## src/rtl/muldiv_pkg.sv

```systemverilog
// ============================================================================
// Module  : muldiv_pkg
// Purpose : Shared funct3 codes, FSM encoding and sizing helpers for muldiv_seq
// Revision: 1.0  initial release
// ============================================================================
`default_nettype none

package muldiv_pkg;

   localparam int MD_XLEN = 32;

   localparam logic [2:0] MD_MUL    = 3'b000;
   localparam logic [2:0] MD_MULH   = 3'b001;
   localparam logic [2:0] MD_MULHSU = 3'b010;
   localparam logic [2:0] MD_MULHU  = 3'b011;
   localparam logic [2:0] MD_DIV    = 3'b100;
   localparam logic [2:0] MD_DIVU   = 3'b101;
   localparam logic [2:0] MD_REM    = 3'b110;
   localparam logic [2:0] MD_REMU   = 3'b111;

   typedef enum logic [1:0] {
      S_IDLE = 2'd0,
      S_RUN  = 2'd1,
      S_FIX  = 2'd2,
      S_DONE = 2'd3
   } state_t;

   // One extra bit so the counter can represent XLEN itself.
   function automatic int cnt_width(input int xlen);
      return $clog2(xlen) + 1;
   endfunction

   localparam int MD_CNT_W = cnt_width(MD_XLEN);

endpackage

`default_nettype wire

```

## src/rtl/muldiv_step.sv

```systemverilog
// ============================================================================
// Module  : muldiv_step
// Purpose : One combinational iteration of shift-add multiply / restoring divide
// Revision: 1.0  initial release
// ============================================================================
`default_nettype none

module muldiv_step #(
   parameter int XLEN = 32
) (
   input  logic                i_div,
   input  logic [2*XLEN-1:0]   i_acc,
   input  logic [XLEN-1:0]     i_opnd,
   output logic [2*XLEN-1:0]   o_acc,
   output logic                o_qbit
);

   logic [XLEN:0] w_sum;
   logic [XLEN:0] w_rem_sh;
   logic [XLEN:0] w_diff;

   // Multiply: acc = {partial product, remaining multiplier}, shifted right.
   // Divide:   acc = {partial remainder, remaining dividend}, shifted left;
   // the quotient bit is returned separately and ORed into bit 0 by the caller.
   always_comb begin
      w_sum    = {1'b0, i_acc[2*XLEN-1:XLEN]} + (i_acc[0] ? {1'b0, i_opnd} : {(XLEN+1){1'b0}});
      w_rem_sh = {i_acc[2*XLEN-1:XLEN], i_acc[XLEN-1]};
      w_diff   = w_rem_sh - {1'b0, i_opnd};
      o_qbit   = i_div & ~w_diff[XLEN];
      if (i_div) begin
         o_acc = {(w_diff[XLEN] ? w_rem_sh[XLEN-1:0] : w_diff[XLEN-1:0]),
                  i_acc[XLEN-2:0], 1'b0};
      end else begin
         o_acc = {w_sum, i_acc[XLEN-1:1]};
      end
   end

endmodule

`default_nettype wire

```

## src/rtl/muldiv_seq.sv

```systemverilog
// ============================================================================
// Module  : muldiv_seq
// Purpose : Iterative RV32M multiply/divide sequencer with pipeline stall
// Revision: 1.0  initial release
// ============================================================================
`default_nettype none

module muldiv_seq
   import muldiv_pkg::*;
#(
   parameter int XLEN = MD_XLEN
) (
   input  logic              clk,
   input  logic              rst_n,
   input  logic              start,
   input  logic [2:0]        funct,
   input  logic [XLEN-1:0]   a,
   input  logic [XLEN-1:0]   b,
   input  logic              kill,
   output logic              busy,
   output logic              stall,
   output logic              done,
   output logic [XLEN-1:0]   result
);

   localparam int CNT_W = cnt_width(XLEN);
   localparam logic [XLEN-1:0] C_MIN_NEG = {1'b1, {(XLEN-1){1'b0}}};

   state_t                r_state;
   state_t                w_state_nxt;
   logic [2:0]            r_funct;
   logic [XLEN-1:0]       r_opb;
   logic [2*XLEN-1:0]     r_acc;
   logic                  r_neg;
   logic [CNT_W-1:0]      r_cnt;
   logic [XLEN-1:0]       r_result;

   logic                  w_accept;
   logic                  w_sgn_a;
   logic                  w_sgn_b;
   logic [XLEN-1:0]       w_mag_a;
   logic [XLEN-1:0]       w_mag_b;
   logic                  w_neg;
   logic                  w_div0;
   logic                  w_ovf;
   logic                  w_special;
   logic [XLEN-1:0]       w_spec_res;
   logic                  w_last;
   logic [2*XLEN-1:0]     w_step_acc;
   logic                  w_qbit;
   logic [2*XLEN-1:0]     w_prod;
   logic [XLEN-1:0]       w_quo;
   logic [XLEN-1:0]       w_rem;
   logic [XLEN-1:0]       w_fix_res;

   // ---------------------------------------------------------------- accept
   always_comb begin
      w_accept   = (r_state == S_IDLE) && start && !kill;
      w_sgn_a    = a[XLEN-1] && (funct == MD_MULH || funct == MD_MULHSU ||
                                 funct == MD_DIV  || funct == MD_REM);
      w_sgn_b    = b[XLEN-1] && (funct == MD_MULH || funct == MD_DIV || funct == MD_REM);
      w_mag_a    = w_sgn_a ? (~a + 1'b1) : a;
      w_mag_b    = w_sgn_b ? (~b + 1'b1) : b;
      // Remainder follows the dividend; everything else is the sign product.
      w_neg      = (funct == MD_REM) ? w_sgn_a : (w_sgn_a ^ w_sgn_b);
      w_div0     = funct[2] && (b == '0);
      w_ovf      = (funct == MD_DIV || funct == MD_REM) && (a == C_MIN_NEG) && (b == '1);
      w_special  = w_div0 || w_ovf;
      w_spec_res = '0;
      if (w_div0) begin
         w_spec_res = funct[1] ? a : '1;
      end else if (w_ovf) begin
         w_spec_res = funct[1] ? '0 : C_MIN_NEG;
      end
   end

   // ---------------------------------------------------------------- iterate
   muldiv_step #(.XLEN(XLEN)) u_step (
      .i_div  (r_funct[2]),
      .i_acc  (r_acc),
      .i_opnd (r_opb),
      .o_acc  (w_step_acc),
      .o_qbit (w_qbit)
   );

   // ---------------------------------------------------------------- sign fix
   always_comb begin
      w_prod = r_neg ? (~r_acc + 1'b1) : r_acc;
      w_quo  = r_neg ? (~r_acc[XLEN-1:0] + 1'b1) : r_acc[XLEN-1:0];
      w_rem  = r_neg ? (~r_acc[2*XLEN-1:XLEN] + 1'b1) : r_acc[2*XLEN-1:XLEN];
      case (r_funct)
         MD_MUL:                    w_fix_res = w_prod[XLEN-1:0];
         MD_MULH, MD_MULHSU,
         MD_MULHU:                  w_fix_res = w_prod[2*XLEN-1:XLEN];
         MD_DIV, MD_DIVU:           w_fix_res = w_quo;
         default:                   w_fix_res = w_rem;
      endcase
   end

   // ---------------------------------------------------------------- FSM
   always_ff @(posedge clk or negedge rst_n) begin
      if (!rst_n) begin
         r_state <= S_IDLE;
      end else begin
         r_state <= w_state_nxt;
      end
   end

   always_comb begin
      w_state_nxt = r_state;
      w_last      = (r_cnt == CNT_W'(XLEN - 1));
      case (r_state)
         S_IDLE:  if (start) w_state_nxt = w_special ? S_DONE : S_RUN;
         S_RUN:   if (w_last) w_state_nxt = S_FIX;
         S_FIX:   w_state_nxt = S_DONE;
         default: w_state_nxt = S_IDLE;
      endcase
      if (kill) w_state_nxt = S_IDLE;
      busy   = (r_state != S_IDLE);
      done   = (r_state == S_DONE);
      stall  = ((r_state == S_IDLE) && start) || busy;
      result = r_result;
   end

   // ---------------------------------------------------------------- datapath
   always_ff @(posedge clk or negedge rst_n) begin
      if (!rst_n) begin
         r_funct  <= '0;
         r_opb    <= '0;
         r_acc    <= '0;
         r_neg    <= 1'b0;
         r_cnt    <= '0;
         r_result <= '0;
      end else if (w_accept) begin
         r_funct <= funct;
         r_opb   <= w_mag_b;
         r_acc   <= {{XLEN{1'b0}}, w_mag_a};
         r_neg   <= w_neg;
         r_cnt   <= '0;
         if (w_special) r_result <= w_spec_res;
      end else if (r_state == S_RUN) begin
         r_acc <= w_step_acc | {{(2*XLEN-1){1'b0}}, w_qbit};
         r_cnt <= r_cnt + 1'b1;
      end else if (r_state == S_FIX && !kill) begin
         r_result <= w_fix_res;
      end
   end

endmodule

`default_nettype wire

```

## config.mk

```make
export PLATFORM = sky130hd
export DESIGN_NAME = muldiv_seq
export DESIGN_NICKNAME = d
export VERILOG_FILES = /design/src/rtl/muldiv_pkg.sv /design/src/rtl/muldiv_step.sv /design/src/rtl/muldiv_seq.sv
export SDC_FILE = /design/constraint.sdc
export NUM_CORES = 1
export LEC_CHECK = 0
export CORE_MARGIN = 2
export CORE_UTILIZATION = 55
export CTS_CLUSTER_DIAMETER = 120
export CTS_CLUSTER_SIZE = 8
export DETAILED_ROUTE_END_ITERATION = 6
export PLACE_DENSITY = 0.79
export SLEW_MARGIN = 20
export SYNTH_ARGS = -nofsm -noshare
export SYNTH_HDL_FRONTEND = slang
export SYNTH_SLANG_ARGS = --single-unit
```

## constraint.sdc

```tcl
create_clock -name clk -period 7.3 [get_ports clk]
set_input_delay 1.095 -clock clk [delete_from_list [all_inputs] [get_ports clk]]
set_output_delay 1.095 -clock clk [all_outputs]
set_load 0.01 [all_outputs]
```

==> results.cfg <==
[outcome]
run_status = completed

[timing]
rsz0062_at_grt = no
max-slew-margin-rel = 0.315
clock_skew_ns = 0.0133
fin_tns_setup_ns = 0
layout_worst_path_cycle_share = 0.639
worst-slew-pin-transition_ns = 1.03
final-hold-violation-count = 0
timing.fmax_ghz = 0.214
maxSlewViolCount = 0
layout_min_cycle_time_ns = 4.67
setup-violations-final = 0

[floorplanning]
horizontal_extent_of_the_die_um = 164
io-pin-count = 106
core_area_um2 = 25300
dieArea_um2 = 27000
number_of_rows_in_the_core_area = 58
initial_utilization = 0.561
chipHeight_um = 164

[critical_path]
setup.worst_path.start_class = register
worst-endpoint-required_ns = 7.61
worst-endpoint-arrival_ns = 4.98
critical_path.max_fanout = 18
endpoint_kind = register
criticalPathCategory = register to register

[logic_synthesis]
dominant_combinational_cell_family_by_area_after_synthesis = compound AO/OA/AOI/OAI gates
synth-main-ff-cell = dfrtp_1
edff_count_synth = 0
post_synth_most_frequent_cells = nand2_1, o21ai_0, dfrtp_1, nor2_1, a21oi_1
multiplexer_share_of_the_synthesized_area = 0.0448
postSynthRegisterBits = 140
portion_of_synthesized_cell_area_occupied_by_the_leading_cell_type = 0.247
ys_seq_area_frac = 0.247
synthesis.instances = 1850
synth_simple_gate_area_share = 0.192
postSynth.asyncResetShare = 1.00
synth_area_leader_cell = dfrtp_1
netlist_area_um2 = 14200
synth-xor-area-share = 0.118
yosys-top-cells-area = dfrtp_1, ha_1, xnor2_1, nand2_1, o21ai_0
synth_compound_area_frac = 0.277
synth.lib_cells_used.distinct = 85
net_count_after_synthesis = 1997
synthAdderAreaFrac = 0.0682
syn_area_per_cell_um2 = 7.66
ys.warnings.count = 0
post-synth-top-count-cell = nand2_1

[cts]
cts_max_level = 4
clock-root-buffer = clkbuf_16
cts.hold.buffers_added = 0
clk_pin_slew_ns = 0.07
cts.sinks = 140
clock_buffers_created_by_tritoncts = 17
post-cts-setup-buffer-count = 0
clock_path_buffers = 2
clock_insertion_delay_worst_skew_ns = 0.43
postCtsResizedCells = 0
cts_tree = built

[global_route]
aggregate_global_route_resource_usage = 0.348
first_pass_grt_wire_length_um = 74000
grt_pass1_vias = 13300
grt_overflow_total = 0
antenna_violations_before_repair = 0
grt_start_max_net_pins = 89

[layout]
antenna_cells_inserted = 0
layout-drive-gt1-share = 0.0409
register_area_um2 = 3510
instances_no_fill = 2213
fin_nets = 2018
num-fill-cells = 2303
area_delta_synth_final_pct = 12.4
combined_area_of_the_multi_input_logic_cells_um2 = 9960

[hold_path]
hp-class = register to register

[routing]
vias = 14800
detail_route.wirelength_um = 47300
drt_pass1_iterations = 6
via_per_inst = 6.71
ant_nets = 0
post-route-drc-count = 0
routedWlPerCell_um = 21.4
detailedRoute.firstIterationViolations = 2153

[placement]
io_buffer_count = 105
post-place-cells = 2181
gp_congestion = 0.951
hpwl_um = 34700

[power]
power_density_nw_per_um2 = 462
vdd_drop_max_uv = 279
power_leakage_nw = 6.67

[run]
drv_cap = 0
flip-flops by register name, indices dropped and copies added (netlist names):
name / flops
r_funct: 3
r_opb: 32
r_neg: 1
result: 32
r_acc: 64
r_cnt: 6
r_state: 2
report_power, final:
group / switching, mW / total, mW / leakage [nW] / internal [mW]
combinational: 2.89 / 4.82 / 4.61 / 1.93
sequential: 0.516 / 1.62 / 1.77 / 1.10
clock: 0.383 / 0.922 / 0.287 / 0.540
cell usage in the layout (no fill, tap or decap), drive strengths merged, types with 21 or more instances in the layout:
master,Yosys,final
xor2,90,90
o21ai,210,210
a21o,31,31
dfrtp,140,140
nand4,21,21
mux2i,60,60
a21oi,123,123
nand2,224,224
inv,74,77
clkdlybuf4s50,0,104
o211ai,48,48
nor3,46,46
o31ai,33,33
ha,74,74
xnor2,100,100
nor2,126,126
nand3,29,29
metal layers:
metal	track usage	wire [µm]	vias up
li1	-	-	6771
met1	0.500	20200	7022
met2	0.537	20700	926
met3	0.0620	4970	123
met4	0.101	1430	0
met5	0	0	-
layout make-up:
cell class                      count  share of cell area
Tap cell                          330              0.0259
Inverter                           74              0.0174
Multi-Input combinational cell   1520               0.625
Clock inverter                     13              0.0105
Timing Repair Buffer              118              0.0735
Sequential cell                   140               0.220
Clock buffer                       18              0.0270
cells by family (layout without fill, tap and decap cells):
kind of cell | count (synthesis) | after routing
AND/OR/NAND/NOR | 574 | 574
adder cells (fa/ha/maj) | 76 | 76
XOR/XNOR | 190 | 190
multiplexers | 63 | 63
flip-flops | 140 | 140
AO/OA/AOI/OAI | 617 | 617
buffers and inverters | 190 | 223
worst paths after layout:
path / startpoint / endpoint / slack [ns] / cells past startpoint
max reg2reg: r_acc[31]$_DFFE_PN0P_ / r_acc[57]$_DFFE_PN0P_ / 2.63 / 13
max: r_acc[31]$_DFFE_PN0P_ / r_acc[57]$_DFFE_PN0P_ / 2.63 / 13
max in group asynchronous: rst_n / r_funct[2]$_DFFE_PN0P_ / 5.17 / 2
min in group asynchronous: rst_n / r_acc[9]$_DFFE_PN0P_ / 0.72 / 1
min reg2reg: r_opb[26]$_DFFE_PN0P_ / r_opb[26]$_DFFE_PN0P_ / 0.48 / 2
min: r_opb[26]$_DFFE_PN0P_ / r_opb[26]$_DFFE_PN0P_ / 0.48 / 2
through the flow:
step           hold WS, ns  power, mW  cell area [µm²]  worst slack, ns   util
2_1_floorplan        0.450       4.93            14200             3.91      -
3_3_place_gp         0.461       6.15            15300             2.70  0.606
3_5_place_dp         0.467       6.24            15300             2.54  0.606
4_1_cts              0.481       7.20            15900             2.71  0.629
5_1_grt              0.493       7.84            15900             2.49  0.630
6_report             0.480       7.36            15900             2.63  0.630
critical path: stages, from the launching register on:
cell	delay [ns]
dfrtp_1	0.42
inv_1	0.12
ha_1	0.23
fa_1	0.41
nor2b_1	0.16
o31a_1	0.21
a41oi_2	0.21
o31ai_2	0.68
a2111oi_1	0.22
nor2_2	0.34
xor2_4	0.43
buf_4	0.42
mux2_2	0.38
a221o_1	0.31
(Power assumes the default switching activity.)
